**src/rtl/booth_pkg.sv**
```systemverilog
// booth_pkg: action codes, FSM states and datapath widths shared by the Booth MAC.
package booth_pkg;
  localparam int PROD_W = 16;
  localparam int PP_W = 10;
  localparam logic [2:0] ACT_ZERO = 3'd0;
  localparam logic [2:0] ACT_PM = 3'd1;
  localparam logic [2:0] ACT_P2M = 3'd2;
  localparam logic [2:0] ACT_NM = 3'd3;
  localparam logic [2:0] ACT_N2M = 3'd4;
  localparam logic [2:0] ACT_ZERO7 = 3'd7;
  typedef enum logic [1:0] {IDLE, CALC, ACCUM, DONE} state_t;
endpackage

```
**src/rtl/booth_r4_encoder.sv**
```systemverilog
// booth_r4_encoder: maps a radix-4 Booth digit {q[2i+1],q[2i],q[2i-1]} to an action code.
module booth_r4_encoder
  import booth_pkg::*;
(
  input  logic [2:0] digit,
  output logic [2:0] act
);
  always_comb
    act = (digit == 3'b001 || digit == 3'b010) ? ACT_PM :
          (digit == 3'b011) ? ACT_P2M :
          (digit == 3'b100) ? ACT_N2M :
          (digit == 3'b101 || digit == 3'b110) ? ACT_NM : ACT_ZERO;
endmodule

```
**src/rtl/booth_mac_seq.sv**
```systemverilog
// booth_mac_seq: sequential radix-4 Booth 8x8 signed multiply-accumulate; SATURATE_EN selects saturating accumulation.
module booth_mac_seq
  import booth_pkg::*;
#(
  parameter int ACC_W = 20
) (
  input  logic             clk,
  input  logic             rst,
  input  logic             in_valid,
  output logic             in_ready,
  input  logic [7:0]       multiplicand,
  input  logic [7:0]       multiplier,
  input  logic             acc_clear,
  output logic             out_valid,
  input  logic             out_ready,
  output logic [ACC_W-1:0] result,
  output logic             busy
);
  state_t state, state_n;
  logic [7:0] m, q;
  logic clr;
  logic [1:0] i;
  logic [PROD_W-1:0] prod, pp_sh;
  logic [ACC_W-1:0] acc, acc_n, prod_x;
  logic [ACC_W:0] sum;
  logic [8:0] qx;
  logic [2:0] act;
  logic [PP_W-1:0] m1, m2, pp;
  assign qx = {q, 1'b0};
  booth_r4_encoder u_enc (.digit(qx[{i, 1'b0} +: 3]), .act(act));
  assign m1 = {{(PP_W-8){m[7]}}, m};
  assign m2 = m1 << 1;
  assign pp = (act == ACT_PM) ? m1 :
              (act == ACT_P2M) ? m2 :
              (act == ACT_NM) ? -m1 :
              (act == ACT_N2M) ? -m2 : '0;
  assign pp_sh = {{(PROD_W-PP_W){pp[PP_W-1]}}, pp} << {i, 1'b0};
  assign prod_x = {{(ACC_W-PROD_W){prod[PROD_W-1]}}, prod};
  assign sum = {acc[ACC_W-1], acc} + {prod_x[ACC_W-1], prod_x};
`ifdef SATURATE_EN
  // sign bits disagree only on signed overflow; clamp toward the overflow direction
  assign acc_n = (sum[ACC_W] != sum[ACC_W-1]) ?
                 (sum[ACC_W] ? {1'b1, {(ACC_W-1){1'b0}}} : {1'b0, {(ACC_W-1){1'b1}}}) :
                 sum[ACC_W-1:0];
`else
  assign acc_n = sum[ACC_W-1:0];
`endif
  always_comb
    state_n = (state == IDLE) ? (in_valid ? CALC : IDLE) :
              (state == CALC) ? ((i == 2'd3) ? ACCUM : CALC) :
              (state == ACCUM) ? DONE :
              (out_ready ? IDLE : DONE);
  assign in_ready = (state == IDLE);
  assign out_valid = (state == DONE);
  assign busy = (state != IDLE);
  assign result = acc;
  always_ff @(posedge clk) begin
    if (rst) begin
      state <= IDLE;
      m <= '0;
      q <= '0;
      clr <= 1'b0;
      i <= '0;
      prod <= '0;
      acc <= '0;
    end else begin
      state <= state_n;
      if (state == IDLE && in_valid) begin
        m <= multiplicand;
        q <= multiplier;
        clr <= acc_clear;
        prod <= '0;
        i <= '0;
      end
      if (state == CALC) begin
        prod <= prod + pp_sh;
        i <= i + 2'd1;
      end
      if (state == ACCUM) acc <= clr ? prod_x : acc_n;
    end
  end
endmodule
```
**config.mk**
```make
export PLATFORM = sky130hd
export DESIGN_NAME = booth_mac_seq
export DESIGN_NICKNAME = d
export VERILOG_FILES = /design/src/rtl/booth_pkg.sv /design/src/rtl/booth_r4_encoder.sv /design/src/rtl/booth_mac_seq.sv
export SDC_FILE = /design/constraint.sdc
export NUM_CORES = 1
export LEC_CHECK = 0
export CORE_UTILIZATION = 28
export CTS_BUF_LIST = sky130_fd_sc_hd__clkbuf_8 sky130_fd_sc_hd__clkbuf_16
export DETAILED_ROUTE_END_ITERATION = 16
export DONT_BUFFER_PORTS = 1
export MAX_ROUTING_LAYER = met4
export PLACE_DENSITY = 0.49
export REMOVE_ABC_BUFFERS = 1
export SYNTH_ARGS = -nofsm -noshare
export SYNTH_HDL_FRONTEND = slang
export SYNTH_HIERARCHICAL = 1
export SYNTH_SLANG_ARGS = --single-unit
```
**constraint.sdc**
```tcl
create_clock -name clk -period 7.2 [get_ports clk]
set_clock_uncertainty 0.2 [all_clocks]
set_input_delay 2.16 -clock clk [delete_from_list [all_inputs] [get_ports clk]]
set_output_delay 2.16 -clock clk [all_outputs]
set_load 0.005 [all_outputs]
```
==> flow_summary.toml <==
[pwr]
p_leak_nw = 1.98
pwr_density_cell_nw_per_um2 = 184
vdd_drop_max_mv = 0.126

[global_routing]
grt_overflow_total = 0
grt_usage = 0.151
antenna_found_initial = 0
grt_max_degree = 53
grt_pass1_vias = 4147
grt_pass1_wl_um = 20600

[critical_path]
worstSetupEndpointType = "flop"
crit_slowest_cell = "o21ai_1"
cp-start-kind = "flop"
cp.required_ns = 7.28
path_class = "reg2reg"
arrival_ns = 6.41
cp_cell_sequence = "clkinv_1 > o21ai_0 > inv_1 > ha_1 > or2b_1 > o21ai_1 > or3_4 > o21ai_0 > a221o_1 > o21ai_0 > o21a_1 > mux2i_1 > ha_1 > a21o_1 > a21oi_1 > a21bo_2 > a41oi_1 > o21a_1 > or3_1 > nand3_1"
critPathMaxStageDelay_ns = 0.96
critPathMaxFanout = 19
cp_common_cell = "o21ai_0"

[yosys]
synthCells = 612
synth_edf_count = 0
synth_area_per_cell_um2 = 7.65
synth_commonest_cells = "nand2_1, a21oi_1, dfxtp_1, ha_1, nor2_1"
yosysTopAreaCell = "dfxtp_1"
synth-main-ff-cell = "dfxtp_1"
ys_top_cells_by_area = "dfxtp_1, ha_1, nand2_1, a21oi_1, o21ai_0"
ys_types = 70
yosysWarnings = 6
synth_most_common_cell = "nand2_1"
synthArstFlopShare = 0
synth-seq-cells = 57
synth_top_area_share = 0.244
synth.yosys.seq_area_share = 0.244
synth_area_um2 = 4680

[timing]
timing.slew.headroom = 0.160
post-route-period-util = 0.878
hold_violations = 0
setup_viol = 0
layout_min_cycle_time_ns = 6.32
worst-slew-pin-transition_ns = 1.25
fin_ws_ns = 0.878
final.setup.tns_ns = 0
fmax_mhz = 158
slew_violations = 0
rsz0062_at_grt = "false"

[clocking]
cts_tree = "done"
cts_sinks = 57
ctsHoldBuffers = 0
cts_buffers = 9
h-tree-depth = 3
clkLatencyLatePin_ns = 0.35
post_cts_buffers = 0
cts-root-buf = "clkbuf_16"
path_clk_slew_ns = 0.06
clockBufferDepth = 2
post_cts_resized = 0

[layout]
layout.nets = 654
diodes = 0
synthToLayoutAreaGrowth_pct = 10.2
drive_gt1_frac = 0.0604
nFillCells = 1740

[place]
dp_hpwl_um = 8930
pre_cts_ws_ns = 0.955
portBuffers = 0
place_congestion = 0.864

[outcome]
outcome = "complete, no violations"

[detailed_routing]
wl_met1_um = 5960
route.met3.wl_um = 459
drt_iter0_drc = 208
routed.top_layer = "met4"
viasPerCell = 5.33
first_pass_iters = 4
wl_per_cell_um = 15.2
drcViolationCount = 0
met2_length_um = 5620
routed_wl_um = 12300
vias = 4325
ant_nets = 0

[die]
die_h_um = 131
core_um2 = 16100
boundaryPins = 44
start_util = 0.290
die_area_um2 = 17200
die_w_um = 131
rows = 46

[min_path]
hold_path_class = "reg2reg"

[run]
maxCapViolations = 0
[where the power goes]
| group | leakage, nW | switching, mW | internal, mW |
|---|---|---|---|
| Clock | 0.158 | 0.165 | 0.306 |
| Sequential | 0.463 | 0.0174 | 0.326 |
| Combinational | 1.36 | 0.0791 | 0.0552 |
| Total | 1.98 | 0.262 | 0.687 |
[layer usage]
metal / track usage / up-vias
met4: 0.0614 / 0
met5: - / -
met1: 0.193 / 2041
met2: 0.231 / 74
met3: 0.0313 / 23
li1: - / 2187
[kinds of logic (layout without fill, tap and decap cells)]
group | Yosys count | after routing | share of synthesized area
and+or+nand+nor | 214 | 214 | 0.213
AOI/OAI and AO/OA | 197 | 197 | 0.281
adders and majority gates | 42 | 42 | 0.115
xor gates and xnor gates | 30 | 30 | 0.0561
DFF | 57 | 57 | 0.244
muxes | 18 | 18 | 0.0446
buffers and inverters | 54 | 38 | 0.0457
[sequential cells by signal, summed over array words and instances, names as in the netlist]
register,count
result,20
i,2
q,8
prod,16
state,2
m,8
clr,1
[worst max-delay path, delay by kind of cell, from the launching register on]
family | cells | cell delay (ns)
adders and majority gates | 2 | 0.58
muxes | 1 | 0.08
AOI/OAI and AO/OA | 11 | 3.13
buffers and inverters | 2 | 0.54
DFF | 1 | 0.72
and+or+nand+nor | 4 | 0.99
[layout make-up]
| class | count | area, µm² | area share |
|---|---|---|---|
| inverter | 19 | 71.3 | 0.0138 |
| sequential | 57 | 1140 | 0.221 |
| multi-input combinational | 501 | 3330 | 0.645 |
| clock inverter | 3 | 46.3 | 0.00897 |
| tap | 216 | 270 | 0.0524 |
| timing repair buffer | 3 | 22.5 | 0.00436 |
| clock buffer | 13 | 280 | 0.0543 |
[path summary, 6_finish.rpt]
| path | cells past startpoint | start | slack [ns] | to |
|---|---|---|---|---|
| worst min register to register | 2 | q[4] | 0.25 | q[4] |
| worst max register to register | 20 | i[1] | 0.88 | prod[15] |
| worst min-delay path | 2 | q[4] | 0.25 | q[4] |
| worst max-delay path | 20 | i[1] | 0.88 | prod[15] |
[stage by stage]
stage	hold slack (ns)	power, mW	instance area [µm²]	cells	util
2_1_floorplan	0.227	0.451	4540	577	-
3_3_place_gp	0.242	0.482	4830	796	0.300
3_5_place_dp	0.242	0.485	4830	796	0.300
4_1_cts	0.250	0.957	5160	812	0.320
5_1_grt	0.275	0.992	5160	812	0.320
6_report	0.247	0.949	5160	812	0.320
[cell usage in the layout, fill, tap and decap left out, types with 9 or more instances in the layout]
master	Yosys	layout
ha_1	40	40
nand2b_1	9	9
nand3_1	20	20
o21ai_0	38	37
nor3_1	11	11
nor2_1	40	40
a21oi_1	62	62
xnor2_1	19	19
a211oi_1	12	12
clkbuf_16	0	9
mux2i_1	13	13
dfxtp_1	57	57
nand2_1	95	95
inv_1	17	17
xor2_1	11	11
(Power assumes the default switching activity.)
